## src/rtl/io_pkg.sv

```systemverilog
// Shared types and default constants for the board input-conditioning blocks.
// Imported by the debouncer channel and the top-level wrapper.
package io_pkg;

    typedef enum logic {
        DB_STABLE,
        DB_COUNTING
    } db_state_t;

    localparam int IO_NUM_BTN          = 4;
    localparam int IO_DEBOUNCE_DEFAULT = 20;
    localparam int IO_SYNC_STAGES      = 2;

endpackage

```

## src/rtl/io_debounce_ch.sv

```systemverilog
// One input channel: synchroniser, polarity normalise, debounce FSM,
// registered press/release pulses and a software-clearable press latch.
module io_debounce_ch
    import io_pkg::*;
#(
    parameter int DEBOUNCE_CYCLES = IO_DEBOUNCE_DEFAULT,
    parameter int SYNC_STAGES     = IO_SYNC_STAGES,
    parameter int ACTIVE_LOW      = 1
) (
    input  logic clk,
    input  logic rst_n,
    input  logic raw,
    input  logic clr,
    output logic level,
    output logic press_pulse,
    output logic release_pulse,
    output logic sticky
);

    localparam int CW = $clog2(DEBOUNCE_CYCLES);
    localparam logic INACTIVE = (ACTIVE_LOW != 0);
    localparam logic [CW-1:0] LAST = CW'(DEBOUNCE_CYCLES - 1);

    logic [SYNC_STAGES-1:0] sync;
    logic                   norm;
    db_state_t              state;
    logic [CW-1:0]          cnt;

    // Reset to the idle pad value so release of reset never looks like an edge.
    always_ff @(posedge clk or negedge rst_n) begin
        if (!rst_n) begin
            sync <= {SYNC_STAGES{INACTIVE}};
        end else begin
            sync <= {sync[SYNC_STAGES-2:0], raw};
        end
    end

    assign norm = sync[SYNC_STAGES-1] ^ INACTIVE;

    always_ff @(posedge clk or negedge rst_n) begin
        if (!rst_n) begin
            state         <= DB_STABLE;
            cnt           <= '0;
            level         <= 1'b0;
            press_pulse   <= 1'b0;
            release_pulse <= 1'b0;
            sticky        <= 1'b0;
        end else begin
            press_pulse   <= 1'b0;
            release_pulse <= 1'b0;
            if (clr) begin
                sticky <= 1'b0;
            end
            unique case (state)
                DB_STABLE: begin
                    if (norm != level) begin
                        state <= DB_COUNTING;
                        cnt   <= CW'(1);
                    end
                end
                DB_COUNTING: begin
                    if (norm == level) begin
                        state <= DB_STABLE;
                        cnt   <= '0;
                    end else if (cnt == LAST) begin
                        level         <= ~level;
                        press_pulse   <= ~level;
                        release_pulse <= level;
                        // A press on the same edge as a clear keeps the latch set.
                        if (!level) begin
                            sticky <= 1'b1;
                        end
                        state <= DB_STABLE;
                        cnt   <= '0;
                    end else begin
                        cnt <= cnt + CW'(1);
                    end
                end
            endcase
        end
    end

endmodule

```

## src/rtl/io_input_debouncer.sv

```systemverilog
// Multi-channel pad conditioner feeding the memory-mapped input registers;
// channels are independent and their press latches share one interrupt line.
module io_input_debouncer
    import io_pkg::*;
#(
    parameter int NUM_CH          = IO_NUM_BTN,
    parameter int DEBOUNCE_CYCLES = IO_DEBOUNCE_DEFAULT,
    parameter int SYNC_STAGES     = IO_SYNC_STAGES,
    parameter int ACTIVE_LOW      = 1
) (
    input  logic              i_clk,
    input  logic              i_rst_n,
    input  logic [NUM_CH-1:0] i_raw,
    input  logic              i_clr_vld,
    input  logic [NUM_CH-1:0] i_clr_mask,
    output logic [NUM_CH-1:0] o_level,
    output logic [NUM_CH-1:0] o_press_pulse,
    output logic [NUM_CH-1:0] o_release_pulse,
    output logic [NUM_CH-1:0] o_press_sticky,
    output logic              o_irq
);

    for (genvar g = 0; g < NUM_CH; g++) begin : g_ch
        io_debounce_ch #(
            .DEBOUNCE_CYCLES(DEBOUNCE_CYCLES),
            .SYNC_STAGES    (SYNC_STAGES),
            .ACTIVE_LOW     (ACTIVE_LOW)
        ) u_ch (
            .clk          (i_clk),
            .rst_n        (i_rst_n),
            .raw          (i_raw[g]),
            .clr          (i_clr_vld & i_clr_mask[g]),
            .level        (o_level[g]),
            .press_pulse  (o_press_pulse[g]),
            .release_pulse(o_release_pulse[g]),
            .sticky       (o_press_sticky[g])
        );
    end

    assign o_irq = |o_press_sticky;

endmodule

```

## config.mk

```make
export PLATFORM = sky130hd
export DESIGN_NAME = io_input_debouncer
export DESIGN_NICKNAME = d
export VERILOG_FILES = /design/src/rtl/io_pkg.sv /design/src/rtl/io_debounce_ch.sv /design/src/rtl/io_input_debouncer.sv
export SDC_FILE = /design/constraint.sdc
export NUM_CORES = 1
export LEC_CHECK = 0
export ABC_AREA = 0
export BUFFER_PORTS_ARGS = -buffer_cell sky130_fd_sc_hd__buf_2
export CAP_MARGIN = 20
export CORE_UTILIZATION = 55
export CTS_BUF_LIST = sky130_fd_sc_hd__clkbuf_16
export CTS_CLUSTER_DIAMETER = 100
export DETAILED_ROUTE_END_ITERATION = 6
export PLACE_DENSITY = 0.87
export SLEW_MARGIN = 25
export SYNTH_ARGS = -nofsm -noshare
export SYNTH_HDL_FRONTEND = slang
export SYNTH_SLANG_ARGS = --single-unit
```

## constraint.sdc

```tcl
create_clock -name i_clk -period 2.2 [get_ports i_clk]
set_input_delay 0.22 -clock i_clk [delete_from_list [all_inputs] [get_ports i_clk]]
set_output_delay 0.22 -clock i_clk [all_outputs]
set_load 0.05 [all_outputs]
```

=== After elaboration in Yosys (flattened, before gate mapping) ===
Index checks and enable logic that the tools add are counted.

* $add $sub $neg: 4
* Equal/unequal tests: 16
* Mux-type cells: 76
* Bitwise logic cells: 20
* Reductions and logical operators: 5

{| class="wikitable"
|+ Operators with widths
! operator !! count
|-
| $mux W5 || 12
|-
| $mux W1 || 56
|-
| $pmux W5 S2 || 4
|-
| $add A5 B1 Y5 const B || 4
|-
| $eq A5 B5 Y1 const B || 4
|-
| $not A1 Y1 || 16
|-
| $reduce_and A3 Y1 || 4
|-
| $ne A2 B1 Y1 const B || 4
|-
| $pmux W1 S2 || 4
|-
| $and A1 B1 Y1 || 4
|-
| $eq A1 B1 Y1 || 4
|-
| $ne A1 B1 Y1 || 4
|-
| $reduce_or A4 Y1 || 1
|}

* Bits in registers: 48

=== Longest topological paths before layout ===
Gate-level depths: netlist of run 1.

* Depth after elaboration: 6
* Depth in mapped cells: 5
* Gate-level depth less buffers: 5

=== Cells and area by module ===
A second synthesis of run 1 with hierarchy kept.

* Cell total of the unflattened synthesis: 205
* Area total of the unflattened synthesis: 2369.8 µm²

{| class="wikitable"
|+ Modules (own cells, without submodules)
! module !! times used !! cells each !! area an instance (µm²) !! seq. area each (µm²)
|-
| io_debounce_ch || 4 || 50 || 584.3 || 302.8
|-
| io_input_debouncer || 1 || 5 || 32.5 || 0.0
|}

=== Least setup slack after synthesis of run 1 ===
OpenSTA, ideal clock, no wires.

* Path type: reg2reg
* Start point: register g_ch[0].u_ch.cnt[0]
* End point: register g_ch[0].u_ch.cnt[3]
* Arrival: 1.390 ns
* Data required time: 2.131 ns
* Setup slack: 0.741 ns
* Stages on the path, launching flop included: 5
* Buffers on the path: 0
* Path through: dfrtp_1 -> ha_1 -> and4bb_4 -> or4_1 -> nand3_1

* Word-level cells in the longest chain between the ends: 4
* Elaborated cells on any way between the ends: 5

{| class="wikitable"
|+ Ends and longest elaborated chain
! element !! RTL line !! RTL
|-
| start: declaration || io_debounce_ch.sv:27 || <nowiki>logic [CW-1:0] cnt;</nowiki>
|-
| start signal: assignment || io_debounce_ch.sv:76 || <nowiki>cnt <= cnt + CW'(1);</nowiki>
|-
| $add A5 B1 Y5 or $eq A5 B5 Y1 (tied branches) || io_debounce_ch.sv:76, io_debounce_ch.sv:65 ||
|-
| $mux W5 (*) || io_debounce_ch.sv:65 || <nowiki>end else if (cnt == LAST) begin</nowiki>
|-
| $mux W5 (*) || io_debounce_ch.sv:62 || <nowiki>if (norm == level) begin</nowiki>
|-
| $pmux W5 S2 (*) || io_debounce_ch.sv:54 || <nowiki>unique case (state)</nowiki>
|}

Mark *: on every way between the ends. The rest lies on a longest branch, timed or not.
A chain may end at the register's enable or synchronous reset.

=== Final worst setup path of run 1 ===
* Start point: register g_ch[1].u_ch.sticky
* End point: output o_irq

* Word-level cells in the longest chain between the ends: 1

{| class="wikitable"
|+ Ends and longest elaborated chain
! element !! RTL line !! RTL
|-
| start: declaration || io_debounce_ch.sv:17 || <nowiki>output logic sticky</nowiki>
|-
| start signal: assignment || io_debounce_ch.sv:47 || <nowiki>sticky <= 1'b0;</nowiki>
|-
| start signal: assignment || io_debounce_ch.sv:52 || <nowiki>sticky <= 1'b0;</nowiki>
|-
| start signal: assignment || io_debounce_ch.sv:71 || <nowiki>sticky <= 1'b1;</nowiki>
|-
| $reduce_or A4 Y1 || io_input_debouncer.sv:40 || <nowiki>assign o_irq = |o_press_sticky;</nowiki>
|-
| end: declaration || io_input_debouncer.sv:20 || <nowiki>output logic o_irq</nowiki>
|}

No other way between the ends.

==> flow_summary.json, run 1 <==
{
  "wirelength_um": 3570,
  "diodes": 0,
  "mostFrequentLayoutCell": "dfrtp_1",
  "tightest_slew_ns": 0.4912,
  "cpPeakStageDelay_ns": 0.49,
  "ir_drop_uv": 424.5,
  "ios": 28,
  "layout_setup_ws_ns": 0.5845,
  "path_buf_inv": 1,
  "finalCriticalPeriod_ns": 1.616,
  "cts_resized": 0,
  "slowest_stage": "or4_1",
  "die_y_um": 64.94,
  "grt_pass1_vias": 1415,
  "dp_hpwl_um": 2556,
  "dp_cells": 264,
  "synth-edff-count": 0,
  "ys_seq_elements": 48,
  "syn_area_um2": 2178,
  "root_buffer": "clkbuf_16",
  "coreArea_um2": 3716,
  "clock_skew_ns": 0.005756,
  "end_kind": "primary output",
  "synthesis.instances": 205,
  "nets": 239,
  "dr.pass1.iters": 4,
  "use_met3_pct": 5.986,
  "power.density_nw_per_um2": 735.7,
  "worstHoldPathType": "in2reg",
  "cpLargestDelayFamily": "simple AND/OR/NAND/NOR gates",
  "cts_sinks": 48,
  "crit_arrival_ns": 1.40,
  "antenna_found_initial": 0,
  "path_depth": 2,
  "start_kind": "register",
  "ys.flop_type": "dfrtp_1",
  "use_met1_pct": 22.64,
  "required_ns": 1.98,
  "fp.dieArea_um2": 4217,
  "finalMaxSlewViolations": 0,
  "clkLatencyLatePin_ns": 0.28,
  "fillers": 300,
  "rows": 22,
  "clk_pin_slew_ns": 0.06,
  "setup_violations": 0,
  "rsz0062_at_grt": "false",
  "yosys_warnings": 0,
  "grt.overflow.total": 0,
  "critPathKind": "reg2out",
  "die_w_um": 64.94,
  "drt-vias-per-instance": 5.393,
  "drc": 0,
  "critical_path.max_fanout": 3,
  "timing.fmax_ghz": 0.6190,
  "stdcell_count": 272,
  "r2r.worst_path.cells": 4,
  "cts_tree": "done",
  "cts_max_level": 2,
  "p_leak_uw": 0.001180,
  "crit_chain": "or4_1 -> buf_2",
  "drive_gt1_share_pct": 22.32,
  "tns_ns": 0,
  "postRouteAntennaNets": 0,
  "port_buffers": 27,
  "ys_async_sr_fraction_pct": 100.0,
  "grt_pass1_wl_um": 6099,
  "hold_viol": 0,
  "area_growth_pct": 10.80,
  "numCtsBuffers": 5,
  "syn_area_per_cell_um2": 10.63,
  "grt_max_degree": 49,
  "grt_use_total_pct": 19.66,
  "wl_per_cell_um": 13.13,
  "dp_slack_ns": 0.6612,
  "vias": 1467,
  "drv_cap": 0,
  "ff_latch_area_um2": 1211,
  "gp_congestion": 0.7704,
  "drtIter0Drc": 100,
  "seq_area_frac_synth_pct": 55.60,
  "initial_core_util_pct": 58.62,
  "fin_crit_sh_pct": 73.43,
  "multi_input_area_um2": 824.5,
  "mostFrequentLayoutCells": "dfrtp_1, nand2_1, buf_2",
  "timing.hold.ws_ns": 0.03022,
  "clk_path_buf_depth": 2,
  "synth_cell_type_count": 37,
  "status": "finished clean",
  "hold_depth": 1,
  "grt_use_met2_pct": 32.81,
  "max_slew_margin_pct": 67.14,
  "busiest_layer": "met2",
  "synth.net_count": 220
}
## cell type report
class	instances	area share [%]
Clock buffer	5	5.184
Timing Repair Buffer	29	6.843
Clock inverter	2	0.3629
Inverter	5	0.7776
Multi-Input combinational cell	135	34.16
Tap cell	48	2.488
Sequential cell	48	50.18
## Yosys cell counts (2+ instances only)
library cell	number	area, um^2
a21o_1	5	37.54
a21oi_1	4	20.02
a22o_1	2	17.52
a22oi_1	2	15.01
and3_1	3	18.77
buf_4	16	120.1
dfrtp_1	40	1001
dfstp_2	8	210.2
ha_1	4	50.05
inv_1	5	18.77
mux2_2	3	33.78
nand2_1	32	120.1
nand3_1	10	50.05
nand3b_1	2	15.01
nor2_1	10	37.54
nor2b_1	3	18.77
nor3_1	5	25.02
o21a_1	3	22.52
o21ai_0	16	80.08
o21bai_1	2	15.01
o22ai_1	5	31.28
or3_1	2	12.51
or4_1	2	15.01
xnor2_1	4	35.03
xor2_1	5	43.79
## per-stage QoR
stage | util (%) | power (uW) | instance area, um^2
finish | 64.95 | 1776 | 2414
global route | 64.95 | 1850 | 2414
CTS | 64.95 | 1798 | 2414
detailed placement | 61.08 | 1088 | 2270
global placement | 61.08 | 1079 | 2270
floorplan | - | 1033 | 2178
## kinds of logic after synthesis
logic type               share of synthesized area (%)
AO/OA/AOI/OAI                                    10.97
AND/OR/NAND/NOR                                  18.21
multiplexers                                     2.010
buffers and inverters                            6.548
XOR/XNOR                                         4.365
adder cells (fa/ha/maj)                          2.298
flip-flops                                       55.60
## per-layer routing
layer	part of all wire, %	vias to the layer above	wire, um
met1	46	693	1656
met2	46	29	1656
li1	-	737	-
met5	0	-	0
met3	4.5	8	159
met4	2.7	0	98
## worst reg2reg max path, stage by stage (launching register included)
cell and delay [ns]:
dfrtp_1 0.40, ha_1 0.26, and4bb_4 0.22, or4_1 0.49, nand3_1 0.10
## where the power goes
| group | internal [uW] | switching, uW | total [uW] |
|---|---|---|---|
| Clock | 408 | 295 | 703 |
| Combinational | 52.5 | 61.9 | 114 |
| Sequential | 922 | 36.1 | 958 |
## what timing repair did
action / CTS / global route
setup buffers: 0 / 0
hold endpoints to repair: 40 / 0
hold buffers: 1 / 0
## sequential cells by signal (all words and copies together) (netlist names)
| register | flops |
|---|---|
| g_ch.u_ch.cnt | 20 |
| g_ch.u_ch.level | 4 |
| g_ch.u_ch.press_pulse | 4 |
| g_ch.u_ch.release_pulse | 4 |
| g_ch.u_ch.state | 4 |
| g_ch.u_ch.sticky | 4 |
| g_ch.u_ch.sync | 8 |
## path summary, 6_finish.rpt
kind	start	slack, ns	endpoint
max in group asynchronous	i_rst_n	1.48	g_ch[0].u_ch.sync[0]
max reg2reg	g_ch[0].u_ch.cnt[0]	0.65	g_ch[0].u_ch.cnt[3]
min in group asynchronous	i_rst_n	0.45	g_ch[2].u_ch.cnt[2]
max	g_ch[1].u_ch.sticky	0.58	o_irq
min reg2reg	g_ch[3].u_ch.sync[0]	0.36	g_ch[3].u_ch.sync[1]
min	i_raw[3]	0.03	g_ch[3].u_ch.sync[0]
No activity file was read; power rests on OpenSTA's default activity.
==> inputs of run 2 (changes only) <==
Clock period 2.2 ns to 1.6 ns, I/O delays scaled along.
==> run 2 against run 1 <==
Against the previous run: worst hold slack improved by 0.12 ns; sequential power rose by 38%; global-route usage rose by 1.2 points; non-clock buffer count rose by 5; largest power group unchanged.
==> flow_summary.json, run 2 (same netlist as run 1, synthesis figures left out) <==
{
  "largest_reg_flops": 20,
  "setup_violations": 0,
  "status": "finished clean",
  "tightest_slew_ns": 0.3892,
  "vias": 1538,
  "clock_skew_ns": 0.005020,
  "grt.overflow.total": 0,
  "power.density_nw_per_um2": 989.7,
  "stdcell_count": 278,
  "cpPeakStageDelay_ns": 0.50,
  "start_kind": "register",
  "hold_viol": 0,
  "ios": 28,
  "die_w_um": 64.94,
  "die_y_um": 64.94,
  "grt_max_degree": 49,
  "drc": 0,
  "clk_path_buf_depth": 2,
  "initial_core_util_pct": 58.62,
  "grt_use_total_pct": 20.90,
  "critPathKind": "reg2out",
  "grt_pass1_vias": 1471,
  "finalMaxSlewViolations": 0,
  "finalCriticalPeriod_ns": 1.547,
  "port_buffers": 27,
  "nets": 244,
  "end_kind": "primary output",
  "rsz0062_at_grt": "false",
  "numCtsBuffers": 5,
  "dp_hpwl_um": 2528,
  "worstHoldPathType": "in2reg",
  "drt-vias-per-instance": 5.532,
  "dp_cells": 265,
  "ir_drop_uv": 619.5,
  "wl_per_cell_um": 13.40,
  "mostFrequentLayoutCell": "dfrtp_1",
  "tns_ns": 0,
  "cts_max_level": 2,
  "mostFrequentLayoutCells": "dfrtp_1, nand2_1, buf_2",
  "drv_cap": 0,
  "crit_chain": "or4_1 -> buf_4",
  "crit_arrival_ns": 1.39,
  "dr.pass1.iters": 4,
  "fp.dieArea_um2": 4217,
  "max_slew_margin_pct": 73.97,
  "clk_pin_slew_ns": 0.06,
  "p_leak_uw": 0.001205,
  "drtIter0Drc": 129,
  "utilization_pct": 66.57,
  "fin_crit_sh_pct": 96.72,
  "cts_sinks": 48,
  "slowest_stage": "or4_1",
  "coreArea_um2": 3716,
  "root_buffer": "clkbuf_16",
  "drive_gt1_share_pct": 22.61,
  "wirelength_um": 3724,
  "rows": 22,
  "diodes": 0,
  "grt_pass1_wl_um": 6534,
  "antenna_found_initial": 0,
  "top_regs": "g_ch.u_ch.cnt x20, g_ch.u_ch.sync x8",
  "fillers": 291,
  "cts_tree": "done",
  "clkLatencyLatePin_ns": 0.28,
  "gp_congestion": 0.7750,
  "largest_register": "g_ch.u_ch.cnt",
  "critical_path.max_fanout": 3,
  "area_growth_pct": 13.56,
  "timing.fmax_ghz": 0.6462,
  "required_ns": 1.44,
  "postRouteAntennaNets": 0
}
==> run 2: cell count changes in the layout (fill, tap and decap cells not counted), sizes merged <==
cell         change
dlygate4sd3      +4
buf              +1
inv              +1
==> run 2: final timing paths <==
kind	from	to	slack (ns)	cells after the start
max	g_ch[1].u_ch.sticky	o_irq	0.05	2
min in group asynchronous	i_rst_n	g_ch[2].u_ch.cnt[2]	0.39	3
min reg2reg	g_ch[1].u_ch.sync[0]	g_ch[1].u_ch.sync[1]	0.35	0
max reg2reg	g_ch[3].u_ch.cnt[0]	g_ch[3].u_ch.sticky	0.08	5
max in group asynchronous	i_rst_n	g_ch[1].u_ch.sync[0]	0.94	3
min	i_clr_mask[0]	g_ch[0].u_ch.sticky	0.15	3
==> run 2: metal layers <==
metal,GRT usage [%],up-vias,wire [um]
met5,0,-,0
met4,7.778,0,65
met3,6.338,5,153
met2,33.20,30,1828
met1,26.77,763,1677
li1,-,740,-
==> run 2: what timing repair did <==
item,4_1_cts,5_1_grt
gates resized for setup,0,4
endpoints found under the setup margin,0,4
buffers inserted,0,0
hold endpoints to repair,44,0
hold buffers,5,0
==> run 2: final cells by class <==
class	count	area (um^2)	area share [%]
flip-flops and latches	48	1211	48.96
multi-input cells	135	832.0	33.64
repair buffers	34	215.2	8.700
clock buffers	5	125.1	5.058
well taps	48	60.06	2.428
inverters	5	18.77	0.7587
clock inverters	3	11.26	0.4552
==> run 2: critical path: cells and delay by family (launching register included) <==
family,cells,cell delay [ns]
buffers and inverters,1,0.20
DFF,1,0.41
and+or+nand+nor,1,0.50
==> run 2: through the flow <==
stage	setup slack, ns	hold slack [ns]	total power (uW)	cell area (um^2)
3_5_place_dp	0.07390	0.1712	1495	2277
3_3_place_gp	0.1161	0.1598	1484	2277
6_report	0.05253	0.1525	2448	2474
4_1_cts	0.03224	0.1533	2471	2464
2_1_floorplan	0.1411	-0.1356	1420	2178
5_1_grt	0.004636	0.1542	2564	2474
==> run 2: report_power, final <==
group | internal [uW] | switching, uW | total (uW)
clock network | 562 | 402 | 964
registers | 1270 | 49.6 | 1320
logic | 80.2 | 86.4 | 167
total | 1910 | 538 | 2450
==> inputs of run 3 (changes only) <==
Settings changed: CORE_UTILIZATION 55 to 35, PLACE_DENSITY 0.87 to 0.64.
==> run 3 against run 2 <==
Against the previous run: clock power up 0.4%; cell count up 9.7%; non-clock buffer count up 1; highest routed layer unchanged; critical endpoint unchanged; core utilization down 24 points; register-to-register slack better by 0.05 ns; combinational power about the same; via count down 4.2%.
==> flow_summary.json, run 3 (same netlist as run 1, synthesis figures left out) <==
{
  "dp_hpwl_um": 2439,
  "coreArea_um2": 5956,
  "rsz0062_at_grt": "false",
  "clk_path_buf_depth": 2,
  "path_buf_inv": 1,
  "drive_gt1_share_pct": 23.04,
  "critical_path.max_fanout": 3,
  "grt_pass1_vias": 1390,
  "rows": 28,
  "worstHoldPathType": "in2reg",
  "setup_violations": 0,
  "dp_cells": 293,
  "tns_ns": 0,
  "mostFrequentLayoutCells": "dfrtp_1, nand2_1, buf_2",
  "utilization_pct": 42.16,
  "p_leak_uw": 0.001205,
  "fp.dieArea_um2": 6543,
  "clk_pin_slew_ns": 0.06,
  "end_kind": "primary output",
  "finalCriticalPeriod_ns": 1.550,
  "antenna_found_initial": 0,
  "drc": 0,
  "clock_skew_ns": 0.003038,
  "largest_reg_flops": 20,
  "start_kind": "register",
  "fin_crit_sh_pct": 96.89,
  "cpPeakStageDelay_ns": 0.54,
  "ios": 28,
  "tightest_slew_ns": 0.3606,
  "power.density_nw_per_um2": 974.3,
  "numCtsBuffers": 5,
  "post_cts_buffers": 0,
  "max_slew_margin_pct": 75.78,
  "status": "finished clean",
  "vias": 1474,
  "grt.overflow.total": 0,
  "cts_sinks": 48,
  "finalMaxSlewViolations": 0,
  "cts_max_level": 2,
  "top_regs": "g_ch.u_ch.cnt x20, g_ch.u_ch.sync x8",
  "crit_chain": "or4_1 -> buf_6",
  "dr.pass1.iters": 4,
  "die_w_um": 80.89,
  "crit_arrival_ns": 1.39,
  "drt-vias-per-instance": 4.833,
  "area_growth_pct": 15.28,
  "hold_viol": 0,
  "wirelength_um": 3486,
  "grt_pass1_wl_um": 5989,
  "timing.fmax_ghz": 0.6451,
  "nets": 245,
  "timing.hold.ws_ns": 0.1566,
  "fillers": 598,
  "cpLargestDelayFamily": "simple AND/OR/NAND/NOR gates",
  "grt_max_degree": 49,
  "stdcell_count": 305,
  "gp_congestion": 0.7952,
  "ir_drop_uv": 660.4,
  "postRouteAntennaNets": 0,
  "largest_register": "g_ch.u_ch.cnt",
  "port_buffers": 27,
  "critPathKind": "reg2out",
  "mostFrequentLayoutCell": "dfrtp_1",
  "diodes": 0,
  "drtIter0Drc": 57,
  "grt_use_total_pct": 11.94,
  "initial_core_util_pct": 36.58,
  "required_ns": 1.44,
  "slowest_stage": "or4_1",
  "drv_cap": 0,
  "root_buffer": "clkbuf_16",
  "wl_per_cell_um": 11.43,
  "clkLatencyLatePin_ns": 0.28,
  "cts_tree": "done",
  "die_y_um": 80.89
}
## run 3: changes by cell type in the layout (fill, tap and decap cells not counted), sizes merged
cell / delta
buf: +1
inv: -1
## run 3: where the power goes
group          leakage (uW)  total (uW)  switching (uW)  internal [uW]
clock             0.0000709         968             407            561
combinational      0.000514         164            83.2           81.0
sequential         0.000621        1310            46.7           1270
total               0.00121        2450             537           1910
## run 3: layout make-up
class,instances,area [um^2],share of cell area [%]
clock buffers,5,125.1,4.983
clock inverters,2,8.758,0.3488
inverters,5,18.77,0.7474
multi-input cells,135,827.0,32.93
flip-flops and latches,48,1211,48.23
well taps,75,93.84,3.737
repair buffers,35,226.5,9.018
## run 3: metrics by stage
| step | total power [uW] | area, um^2 | setup slack, ns |
|---|---|---|---|
| 6_report | 2447 | 2511 | 0.04976 |
| 5_1_grt | 2549 | 2511 | 0.004769 |
| 4_1_cts | 2484 | 2502 | 0.02221 |
| 3_5_place_dp | 1493 | 2318 | 0.1010 |
| 3_3_place_gp | 1489 | 2318 | 0.1097 |
| 2_1_floorplan | 1420 | 2178 | 0.1411 |
## run 3: worst register-to-register path: stages, from the launching register on
cell      delay (ns)
dfrtp_1         0.40
ha_2            0.22
and4bb_4        0.21
or4_1           0.49
nand3_1         0.09
## run 3: worst paths after layout
check                                      from                    to  slack (ns)  cells past startpoint
setup / recovery            g_ch[0].u_ch.sticky                 o_irq        0.05                      2
hold / removal                    i_clr_mask[0]   g_ch[0].u_ch.sticky        0.16                      3
setup reg to reg            g_ch[0].u_ch.cnt[0]   g_ch[0].u_ch.cnt[3]        0.13                      4
hold reg to reg            g_ch[1].u_ch.sync[0]  g_ch[1].u_ch.sync[1]        0.35                      0
max in group asynchronous               i_rst_n  g_ch[2].u_ch.sync[1]        0.93                      3
min in group asynchronous               i_rst_n   g_ch[1].u_ch.cnt[2]        0.38                      3
## run 3: routing by layer
layer  track usage (%)  wire length (um)
met2             20.00              1645
met1             14.40              1701
met4             5.893                48
met5                 0                 0
met3             2.697                91
## run 3: repair_timing
action | 4_1_cts | 5_1_grt
hold buffers | 5 | 0
endpoints found under the setup margin | 0 | 2
resized for setup | 0 | 4
endpoints found under the hold margin | 44 | 0
